### config.mk
export PLATFORM = sky130hd
export DESIGN_NAME = fsm_tx_flusher
export DESIGN_NICKNAME = d
export VERILOG_FILES = /design/src/rtl/uart_pkg.sv /design/src/rtl/fsm_tx_bcounter.sv /design/src/rtl/fsm_tx_flusher.sv
export SDC_FILE = /design/constraint.sdc
export NUM_CORES = 1
export LEC_CHECK = 0
export CORE_ASPECT_RATIO = 0.7
export CORE_MARGIN = 1.5
export CORE_UTILIZATION = 40
export DETAILED_ROUTE_END_ITERATION = 6
export GPL_ROUTABILITY_DRIVEN = 0
export MAX_ROUTING_LAYER = met4
export PLACE_DENSITY = 0.69
export SETUP_SLACK_MARGIN = 0.2
export SLEW_MARGIN = 10
export SYNTH_ARGS = -nofsm -noshare
export SYNTH_HDL_FRONTEND = slang
export SYNTH_HIERARCHICAL = 1
export SYNTH_SLANG_ARGS = --single-unit
### constraint.sdc
create_clock -name clock_i -period 4.75 [get_ports clock_i]
set_input_delay 1.425 -clock clock_i [delete_from_list [all_inputs] [get_ports clock_i]]
set_output_delay 1.425 -clock clock_i [all_outputs]
set_load 0.005 [all_outputs]
### src/rtl/uart_pkg.sv
`default_nettype none
// ============================================================================
// Module   : uart_pkg
// Brief    : Shared types and constants for the UART-side flush/store logic.
// Revision : 1.0 - initial release
// ============================================================================
package uart_pkg;

    typedef enum logic [2:0] {
        ST_IDLE      = 3'd0,
        ST_FETCH     = 3'd1,
        ST_LOAD      = 3'd2,
        ST_SEND      = 3'd3,
        ST_WAIT_TX   = 3'd4,
        ST_TERM      = 3'd5,
        ST_WAIT_TERM = 3'd6,
        ST_DONE      = 3'd7
    } tx_flush_state_t;

    localparam logic [7:0] TERM_BYTE_C = 8'h0A;

endpackage
`default_nettype wire

### src/rtl/fsm_tx_bcounter.sv
`default_nettype none
// ============================================================================
// Module   : fsm_tx_bcounter
// Brief    : Loadable remaining-byte down-counter; saturates at zero.
// Revision : 1.0 - initial release
// ============================================================================
module fsm_tx_bcounter #(
    parameter int LEN_W = 9
) (
    input  logic             clock_i,
    input  logic             resetb_i,
    input  logic             i_load,
    input  logic [LEN_W-1:0] i_len,
    input  logic             i_dec,
    input  logic             i_clr,
    output logic [LEN_W-1:0] o_cnt,
    output logic             o_zero,
    output logic             o_last
);

    logic [LEN_W-1:0] r_cnt;

    // Clear wins over load so an abort can never leave a stale count behind.
    always_ff @(posedge clock_i or negedge resetb_i) begin
        if (!resetb_i) begin
            r_cnt <= '0;
        end else if (i_clr) begin
            r_cnt <= '0;
        end else if (i_load) begin
            r_cnt <= i_len;
        end else if (i_dec && (r_cnt != '0)) begin
            r_cnt <= r_cnt - LEN_W'(1);
        end
    end

    assign o_cnt  = r_cnt;
    assign o_zero = (r_cnt == '0);
    assign o_last = (r_cnt == LEN_W'(1));

endmodule
`default_nettype wire

### src/rtl/fsm_tx_flusher.sv
`default_nettype none
// ============================================================================
// Module   : fsm_tx_flusher
// Brief    : Streams a block of source words to the UART transmitter MSB-first,
//            optionally followed by a terminator byte.
// Revision : 1.0 - initial release
// ============================================================================
module fsm_tx_flusher
    import uart_pkg::*;
#(
    parameter int         WORD_W    = 64,
    parameter int         LEN_W     = 9,
    parameter bit         TERM_EN   = 1'b1,
    parameter logic [7:0] TERM_BYTE = TERM_BYTE_C
) (
    input  logic              clock_i,
    input  logic              resetb_i,
    input  logic              start_i,
    input  logic              abort_i,
    input  logic [LEN_W-1:0]  len_i,
    output logic              word_rd_o,
    input  logic [WORD_W-1:0] word_i,
    output logic [7:0]        tx_data_o,
    output logic              tx_start_o,
    input  logic              tx_busy_i,
    input  logic              tx_done_i,
    output logic              busy_o,
    output logic              done_o,
    output logic [LEN_W-1:0]  cpt_o
);

    localparam int BPW   = WORD_W / 8;
    localparam int IDX_W = (BPW > 1) ? $clog2(BPW) : 1;

    tx_flush_state_t   r_state;
    logic [WORD_W-1:0] r_shreg;
    logic [IDX_W-1:0]  r_idx;
    logic [7:0]        r_tx_data;
    logic              r_word_rd;
    logic              r_busy;
    logic              r_done;

    logic [WORD_W-1:0] w_shreg_next;
    logic              w_launch;
    logic              w_load;
    logic              w_dec;
    logic              w_cnt_zero;
    logic              w_cnt_last;

    assign w_shreg_next = r_shreg << 8;
    assign w_launch     = ((r_state == ST_SEND) || (r_state == ST_TERM)) && !tx_busy_i && !abort_i;
    assign w_load       = (r_state == ST_IDLE) && start_i && !abort_i;
    assign w_dec        = (r_state == ST_WAIT_TX) && tx_done_i && !abort_i && !w_cnt_zero;

    fsm_tx_bcounter #(
        .LEN_W (LEN_W)
    ) u_bcounter (
        .clock_i  (clock_i),
        .resetb_i (resetb_i),
        .i_load   (w_load),
        .i_len    (len_i),
        .i_dec    (w_dec),
        .i_clr    (abort_i),
        .o_cnt    (cpt_o),
        .o_zero   (w_cnt_zero),
        .o_last   (w_cnt_last)
    );

    always_ff @(posedge clock_i or negedge resetb_i) begin
        if (!resetb_i) begin
            r_state   <= ST_IDLE;
            r_shreg   <= '0;
            r_idx     <= '0;
            r_tx_data <= '0;
            r_word_rd <= 1'b0;
            r_busy    <= 1'b0;
            r_done    <= 1'b0;
        end else begin
            r_word_rd <= 1'b0;
            r_done    <= 1'b0;
            if (abort_i) begin
                r_state <= ST_IDLE;
                r_busy  <= 1'b0;
            end else begin
                case (r_state)
                    ST_IDLE: begin
                        if (start_i) begin
                            r_busy <= 1'b1;
                            if (len_i != '0) begin
                                r_state   <= ST_FETCH;
                                r_word_rd <= 1'b1;
                            end else if (TERM_EN) begin
                                r_state   <= ST_TERM;
                                r_tx_data <= TERM_BYTE;
                            end else begin
                                r_state <= ST_DONE;
                            end
                        end
                    end
                    ST_FETCH: r_state <= ST_LOAD;
                    ST_LOAD: begin
                        r_shreg   <= word_i;
                        r_idx     <= IDX_W'(BPW - 1);
                        r_tx_data <= word_i[WORD_W-1 -: 8];
                        r_state   <= ST_SEND;
                    end
                    ST_SEND: begin
                        if (!tx_busy_i) r_state <= ST_WAIT_TX;
                    end
                    ST_WAIT_TX: begin
                        if (tx_done_i) begin
                            r_shreg <= w_shreg_next;
                            // Count reaching zero ends the data phase even mid-word.
                            if (w_cnt_last) begin
                                if (TERM_EN) begin
                                    r_state   <= ST_TERM;
                                    r_tx_data <= TERM_BYTE;
                                end else begin
                                    r_state <= ST_DONE;
                                end
                            end else if (r_idx == '0) begin
                                r_state   <= ST_FETCH;
                                r_word_rd <= 1'b1;
                            end else begin
                                r_idx     <= r_idx - IDX_W'(1);
                                r_tx_data <= w_shreg_next[WORD_W-1 -: 8];
                                r_state   <= ST_SEND;
                            end
                        end
                    end
                    ST_TERM: begin
                        if (!tx_busy_i) r_state <= ST_WAIT_TERM;
                    end
                    ST_WAIT_TERM: begin
                        if (tx_done_i) r_state <= ST_DONE;
                    end
                    ST_DONE: begin
                        r_state <= ST_IDLE;
                        r_done  <= 1'b1;
                        r_busy  <= 1'b0;
                    end
                    default: begin
                        r_state <= ST_IDLE;
                        r_busy  <= 1'b0;
                    end
                endcase
            end
        end
    end

    assign word_rd_o  = r_word_rd;
    assign tx_data_o  = r_tx_data;
    assign tx_start_o = w_launch;
    assign busy_o     = r_busy;
    assign done_o     = r_done;

endmodule
`default_nettype wire

Word-level counts from Yosys, hierarchy flattened
Index checks and enable logic that the tools add are counted.
{"block": "totals", "input_bits": 79, "out_inout_bits": 21, "regBits": 82, "wordCells": 93}
{"block": "classes", "eq_ne": 19, "muxes": 37, "bitwise": 1, "addsub": 2, "reduce_logical": 26}
{"cell": "$pmux 56 s2", "count": 1}
{"cell": "$mux 56", "count": 1}
{"cell": "$mux 8", "count": 5}
{"cell": "$mux 3", "count": 11}
{"cell": "$mux 9", "count": 3}
{"cell": "$pmux 3 s8", "count": 1}
{"cell": "$pmux 8 s3", "count": 1}
{"cell": "$reduce_bool 9->1", "count": 2}
{"cell": "$ne 3x3->1 const B", "count": 5}
{"cell": "$eq 3x3->1 const B", "count": 4}
{"cell": "$mux 1", "count": 10}
{"cell": "$ne 2x2->1 const B", "count": 5}
{"cell": "$reduce_and 5->1", "count": 2}
{"cell": "$eq 9x1->1 const B", "count": 1}
{"cell": "$logic_not 9->1", "count": 1}
{"cell": "$reduce_bool 3->1", "count": 3}
{"cell": "$sub 9x1->9 const B", "count": 1}
{"cell": "$logic_and 1x1->1", "count": 8}
{"cell": "$eq 3x2->1 const B", "count": 2}
{"cell": "$logic_not 3->1", "count": 2}
{"cell": "$pmux 3 s2", "count": 1}
{"cell": "$reduce_and 6->1", "count": 1}
{"cell": "$pmux 1 s2", "count": 2}
{"cell": "$eq 3x1->1 const B", "count": 1}
{"cell": "other kinds (9)", "count": 11}

Depth between registers and ports, before layout
Gate-level depths: netlist (run 1).
{"block": "depth", "ltp_word": 8, "ltp_mapped": 10, "ltp_nobuf": 10}

By module
Netlist (run 1), hierarchy kept.
{"module": "fsm_tx_flusher", "area_per_inst_um2": 3608.5, "seq_area_each_um2": 1826.8, "n_inst": 1, "cells_per_inst": 350}
{"module": "fsm_tx_bcounter", "area_per_inst_um2": 608.1, "seq_area_each_um2": 225.2, "n_inst": 1, "cells_per_inst": 67}

Worst setup path before layout (run 1)
Ideal clock, no wire load.
{"block": "synth_timing", "kind": "input -> output", "startpoint": "input port abort_i", "endpoint": "output port tx_start_o", "slack_ns": 1.410, "n_path_buf": 1, "cell_stages": 2, "required_time_ns": 3.325, "arrival_time_ns": 1.915, "path_cell_list": "clkbuf_1 -> nor4_1"}
{"block": "synth_via", "elab_chain_len": 2}
{"element": "start, declared", "line_no": "fsm_tx_flusher.sv:19", "source": "input logic abort_i,"}
{"element": "$logic_not 1->1", "line_no": "fsm_tx_flusher.sv:51", "source": "assign w_launch = ((r_state == ST_SEND) || (r_state == ST_TERM)) && !tx_busy_i && !abort_i;"}
{"element": "$logic_and 1x1->1", "line_no": "fsm_tx_flusher.sv:51"}
{"element": "end, declared", "line_no": "fsm_tx_flusher.sv:24", "source": "output logic tx_start_o,"}
No other way between the ends.

Final worst setup path (run 1)
{"block": "layout_timing", "startpoint": "input port tx_busy_i", "endpoint": "output port tx_start_o"}
{"block": "layout_via", "elab_chain_len": 3}
{"element": "start, declared", "line_no": "fsm_tx_flusher.sv:25", "source": "input logic tx_busy_i,"}
{"element": "$logic_not 1->1"}
{"element": "$logic_and 1x1->1 (2 in a row)", "line_no": "fsm_tx_flusher.sv:51"}
No other way between the ends.

==> results of run 1 <==
==> logic make-up after synthesis <==
family	Yosys count
xor+xnor	4
fa+ha+maj	5
simple gates	125
compound gates	108
buf+inv	37
flops	82
mux	56
==> cells in the mapped netlist, types with 2 or more instances <==
master / number / share of area
nand3b_1: 6 / 0.011
ha_1: 5 / 0.015
or2_2: 2 / 0.0030
o21ai_1: 5 / 0.0059
nand3_1: 4 / 0.0047
a21oi_1: 15 / 0.018
buf_2: 13 / 0.015
a2111oi_0: 2 / 0.0042
dfrtp_1: 82 / 0.49
o31ai_1: 2 / 0.0036
a22o_1: 8 / 0.017
nor4_1: 4 / 0.0059
nor2b_1: 4 / 0.0059
mux2_2: 8 / 0.021
a311oi_1: 6 / 0.012
nor2_1: 16 / 0.014
xnor2_1: 3 / 0.0062
nand2_1: 60 / 0.053
buf_1: 2 / 0.0018
o32ai_1: 2 / 0.0042
inv_1: 9 / 0.0080
a211oi_1: 5 / 0.0089
nand2b_1: 3 / 0.0045
and3_1: 2 / 0.0030
o21ai_0: 50 / 0.059
and2_1: 2 / 0.0030
nor3_1: 2 / 0.0024
nor4b_1: 3 / 0.0062
mux2i_1: 48 / 0.11
clkbuf_1: 12 / 0.011
or3_1: 3 / 0.0045
or4_1: 3 / 0.0053
==> sequential cells by signal, summed over array words and instances, names as in the netlist <==
| register | cells |
|---|---|
| r_shreg | 56 |
| tx_data_o | 8 |
| r_idx | 3 |
| word_rd_o | 1 |
| r_state | 3 |
| u_bcounter/o_cnt | 9 |
| done_o | 1 |
| busy_o | 1 |
==> metal layers <==
layer | routed length (um) | GRT usage | vias up
met2 | 4490 | 0.283 | 98
met1 | 4970 | 0.273 | 1570
li1 | - | - | 1680
met3 | 601 | 0.0610 | 4
met4 | 54 | 0.0402 | 0
met5 | 0 | - | -
==> placed cells by master (no fill, tap or decap), types with 4 or more instances in the layout <==
master,instances
nor2b_1,4
nand2_1,60
clkbuf_16,9
a21oi_1,15
o21ai_0,50
a22o_1,8
dfrtp_1,82
mux2i_1,48
a211oi_1,5
mux2_2,8
nor2_1,16
a311oi_1,6
nand3b_1,6
inv_1,9
buf_4,8
nor4_1,4
o21ai_1,4
nand3_1,4
clkdlybuf4s50_1,98
ha_1,5
==> worst max-delay path, cell delays in order <==
cell             delay [ns]
clkdlybuf4s50_1        0.46
nor4_1                 0.25
clkdlybuf4s50_1        0.55
==> path summary, 6_finish.rpt <==
kind,start,to,depth (start not counted)
min in group asynchronous,resetb_i,busy_o$_DFFE_PN0P_,1
max reg2reg,u_bcounter/o_cnt[4]$_DFFE_PN0P_,tx_data_o[1]$_DFFE_PN0P_,6
min reg2reg,r_shreg[43]$_DFFE_PN0P_,r_shreg[43]$_DFFE_PN0P_,2
min,r_shreg[43]$_DFFE_PN0P_,r_shreg[43]$_DFFE_PN0P_,2
max,tx_busy_i,tx_start_o,3
max in group asynchronous,resetb_i,r_shreg[15]$_DFFE_PN0P_,2
==> power by group <==
| part | total [mW] | internal, mW | switching [mW] |
|---|---|---|---|
| sequential | 1.16 | 0.965 | 0.191 |
| combinational | 0.892 | 0.449 | 0.443 |
| clock | 0.809 | 0.540 | 0.269 |
==> cell type report <==
type / count / area (um^2) / area share
repair buffers: 106 / 1040 / 0.184
clock inverters: 4 / 98.8 / 0.0174
flip-flops and latches: 82 / 2050 / 0.362
clock buffers: 11 / 253 / 0.0446
inverters: 9 / 33.8 / 0.00596
well taps: 132 / 165 / 0.0291
multi-input cells: 298 / 2020 / 0.357
==> impl_metrics.tcl, run 1 <==
set metrics [dict create \
    status "finished with violations" \
    violations "DRC" \
    skew_ns 0.00571 \
    globalRouteOverflowTotal 0 \
    critPathMaxFanout 4 \
    worst_pin_slew_ns 0.822 \
    first_global_vias 3258 \
    maxSlewHeadroom 0.451 \
    synthMuxAreaShare 0.135 \
    nFillCells 939 \
    synth_top_family_by_area "compound AO/OA/AOI/OAI gates" \
    r2r_setup_slack_ns 1.89 \
    post-route-util 0.549 \
    cts_hold_buf 0 \
    finalNonFillerCells 642 \
    synth.net_count 501 \
    clkLatencyLatePin_ns 0.33 \
    async_flop_share 1.00 \
    vias_per_cell 5.22 \
    final-hold-violation-count 0 \
    firstDrtPassIters 6 \
    p_per_area_nw_per_um2 504 \
    timing.hold.ws_ns 0.481 \
    wl_per_cell_um 15.8 \
    rows 31 \
    path_class "in -> out" \
    cap_viol_max_count 0 \
    critPathLaunchType "input port" \
    end_kind "output port" \
    drt_iter0_drc 239 \
    min_path_type "reg -> reg" \
    numPortBuffers 99 \
    fin_ws_ns 0.643 \
    dieHeight_um 88.9 \
    dp.cells 627 \
    cts_max_level 3 \
    ys_seq_area_frac 0.487 \
    drive_above_1_share 0.0824 \
    cts_buffers 9 \
    yosys.area_share.simple 0.155 \
    synth_cell_types 58 \
    critical_path_required_ns 3.32 \
    synth_top_flop_cell "dfrtp_1" \
    synth-adder-area-share 0.0148 \
    power.leakage_nw 2.29 \
    finalSetupViolations 0 \
    start_util 0.409 \
    ioPinCount 100 \
    cp.arrival_ns 2.68 \
    clkTransAtPathRegs_ns 0.06 \
    grt_usage 0.196 \
    antenna_found_initial 0 \
    slew_violations 0 \
    period_share 0.865 \
    pre_cts_ws_ns 0.626 \
    fin_area_um2 5670 \
    syn_inst 417 \
    nets 590 \
    syn_area_um2 4220 \
    power_mw 2.86 \
    root_buffer "clkbuf_16" \
    clock.fmax_ghz 0.243 \
    cts_buffer_depth 2 \
    drtAntennaViolNets 0 \
    cts_sinks 82 \
    synth-seq-cells 82 \
    cts_tree "built" \
    synthXorXnorAreaFrac 0.00831 \
    core_area_um2 10300 \
    grt_max_degree 56 \
    dieArea_um2 11200 \
    grt_pass1_wl_um 16600 \
    die_x_um 126 \
    synth_compound_area_frac 0.163 \
    vdd_drop_max_mv 0.227 \
    rsz0062_at_grt "no" \
    cts_setup_buffers 0 \
    wl_um 10100 \
    cts_resized 0 \
    synth_edf_count 0 \
    vias 3352 \
    area_growth_pct 34.4 \
    drc 6 \
    syn_avg_cell_area_um2 10.1 \
    synth_warnings 6 \
    diodes 0 \
    placed_area_um2 5320 \
    hpwlAfterDp_um 7170 \
    setup_tns_ns 0 \
    min_period_ns 4.11 \
]
No activity file was read; power rests on OpenSTA's default activity.
==> run 2, diff against run 1 <==
- HOLD_SLACK_MARGIN: unset -> 0.15
- RECOVER_POWER: unset -> 100
- SETUP_SLACK_MARGIN: 0.2 -> 0.1
==> impl_metrics.tcl, run 2 (same netlist as run 1, synthesis figures left out) <==
set metrics [dict create \
    cts_resized 0 \
    top_usage_layer "met2" \
    slowest_stage "dlygate4sd3_1" \
    vdd_drop_max_mv 0.226 \
    start_util 0.409 \
    layout_commonest_cell "dfrtp_1" \
    grt_usage 0.196 \
    grt_use_met2 0.283 \
    area_growth_pct 33.5 \
    rows 31 \
    path_class "in -> out" \
    antenna_found_initial 0 \
    use_met1 0.273 \
    clock.fmax_ghz 0.235 \
    use_met3 0.0610 \
    top_register "r_shreg" \
    slew_violations 56 \
    cts_hold_buf 0 \
    drt_iter0_drc 221 \
    violations "DRC, capacitance limit, slew limit" \
    cts_tree "built" \
    cts_buffer_depth 2 \
    hpwlAfterDp_um 7170 \
    min_period_ns 4.26 \
    firstDrtPassIters 6 \
    root_buffer "clkbuf_16" \
    crit_top_cell "dlygate4sd3_1" \
    clkPwrFrac 0.286 \
    end_kind "output port" \
    worst_pin_slew_ns 3.00 \
    wl_per_cell_um 15.8 \
    rsz0062_at_grt "no" \
    crit_family "buffers and inverters" \
    power.leakage_nw 2.33 \
    first_global_vias 3258 \
    p_per_area_nw_per_um2 502 \
    critical_path_required_ns 3.32 \
    status "finished with violations" \
    critPathLaunchType "input port" \
    drtAntennaViolNets 0 \
    finalSetupViolations 0 \
    p_int_mw 1.93 \
    cts_buffers 9 \
    cp.arrival_ns 2.84 \
    period_share 0.897 \
    max_stage_delay_ns 0.60 \
    power_frac_seq 0.409 \
    switching_share 0.316 \
    globalRouteOverflowTotal 0 \
    core_area_um2 10300 \
    clkLatencyLatePin_ns 0.33 \
    drc 6 \
    ff_latch_area_um2 2050 \
    vias_per_cell 5.22 \
    cts_max_level 3 \
    vias 3353 \
    dieArea_um2 11200 \
    grt_pass1_wl_um 16600 \
    ioPinCount 100 \
    min_path_type "reg -> reg" \
    wl_um 10100 \
    p_comb_frac 0.305 \
    dieHeight_um 88.9 \
    nets 590 \
    setup_tns_ns 0 \
    skew_ns 0.00573 \
    timing.hold.ws_ns 0.481 \
    critPathMaxFanout 2 \
    cp_cell_sequence "dlygate4sd3_1, nor4_1, dlygate4sd3_1" \
    maxSlewHeadroom -1.00 \
    cts_sinks 82 \
    cts_setup_buffers 0 \
    crit_buf_inv 2 \
    multi_input_area_um2 2000 \
    power_switching_uw 892 \
    diodes 0 \
    nFillCells 946 \
    largest_reg_flops 56 \
    grt_max_degree 56 \
    final-hold-violation-count 0 \
    cap_viol_max_count 1 \
    drive_above_1_share 0.0725 \
    die_x_um 126 \
    mostFrequentLayoutCells "dfrtp_1, clkdlybuf4s50_1, nand2_1" \
    numPortBuffers 99 \
    clkTransAtPathRegs_ns 0.06 \
]
## run 2: cell count changes in the layout (fill, tap and decap cells not counted), sizes merged
cell	before	now
clkdlybuf4s50	98	76
dlygate4sd3	0	22
buf	8	5
clkbuf	11	14
## run 2: cell type report
cell class                 count  area share
inverter                       9     0.00600
tap                          132      0.0293
sequential                    82       0.365
timing repair buffer         106       0.183
multi-input combinational    298       0.355
clock inverter                 4      0.0176
clock buffer                  11      0.0449
## run 2: worst min-delay path, delay by kind of cell, from the launching register on
family,cells,cell delay (ns)
flops,1,0.34
simple gates,1,0.05
compound gates,1,0.06
## run 2: per-stage QoR
stage / instance area [um^2] / power, mW / instances / util / setup WS (ns)
floorplan: 4220 / 1.73 / 417 / - / 1.41
global placement: 5320 / 2.03 / 627 / 0.515 / 0.656
detailed placement: 5320 / 2.07 / 627 / 0.515 / 0.626
CTS: 5670 / 2.89 / 642 / 0.549 / 0.626
global route: 5630 / 3.03 / 642 / 0.546 / 0.326
finish: 5630 / 2.83 / 642 / 0.546 / 0.489
## run 2: power by group through the flow
stage	sequential, mW	combinational [mW]	clock, mW
floorplan	1.09	0.639	0
global placement	1.15	0.872	0
detailed placement	1.17	0.898	0
CTS	1.16	0.901	0.828
global route	1.19	0.982	0.859
finish	1.15	0.862	0.809
## run 2: per-layer routing
layer	vias to the layer above	part of all wire
met4	0	0.0043
met3	2	0.055
met2	90	0.45
met5	-	0
met1	1579	0.49
li1	1682	-
## run 2: worst paths after layout
| kind | from | to | slack, ns | cells past startpoint |
|---|---|---|---|---|
| setup / recovery | abort_i | tx_start_o | 0.49 | 3 |
| hold / removal | r_shreg[43]$_DFFE_PN0P_ | r_shreg[43]$_DFFE_PN0P_ | 0.48 | 2 |
| setup reg to reg | u_bcounter/o_cnt[4]$_DFFE_PN0P_ | tx_data_o[1]$_DFFE_PN0P_ | 1.57 | 6 |
| hold reg to reg | r_shreg[43]$_DFFE_PN0P_ | r_shreg[43]$_DFFE_PN0P_ | 0.48 | 2 |
| max in group asynchronous | resetb_i | u_bcounter/o_cnt[5]$_DFFE_PN0P_ | 0.98 | 1 |
| min in group asynchronous | resetb_i | busy_o$_DFFE_PN0P_ | 2.07 | 1 |
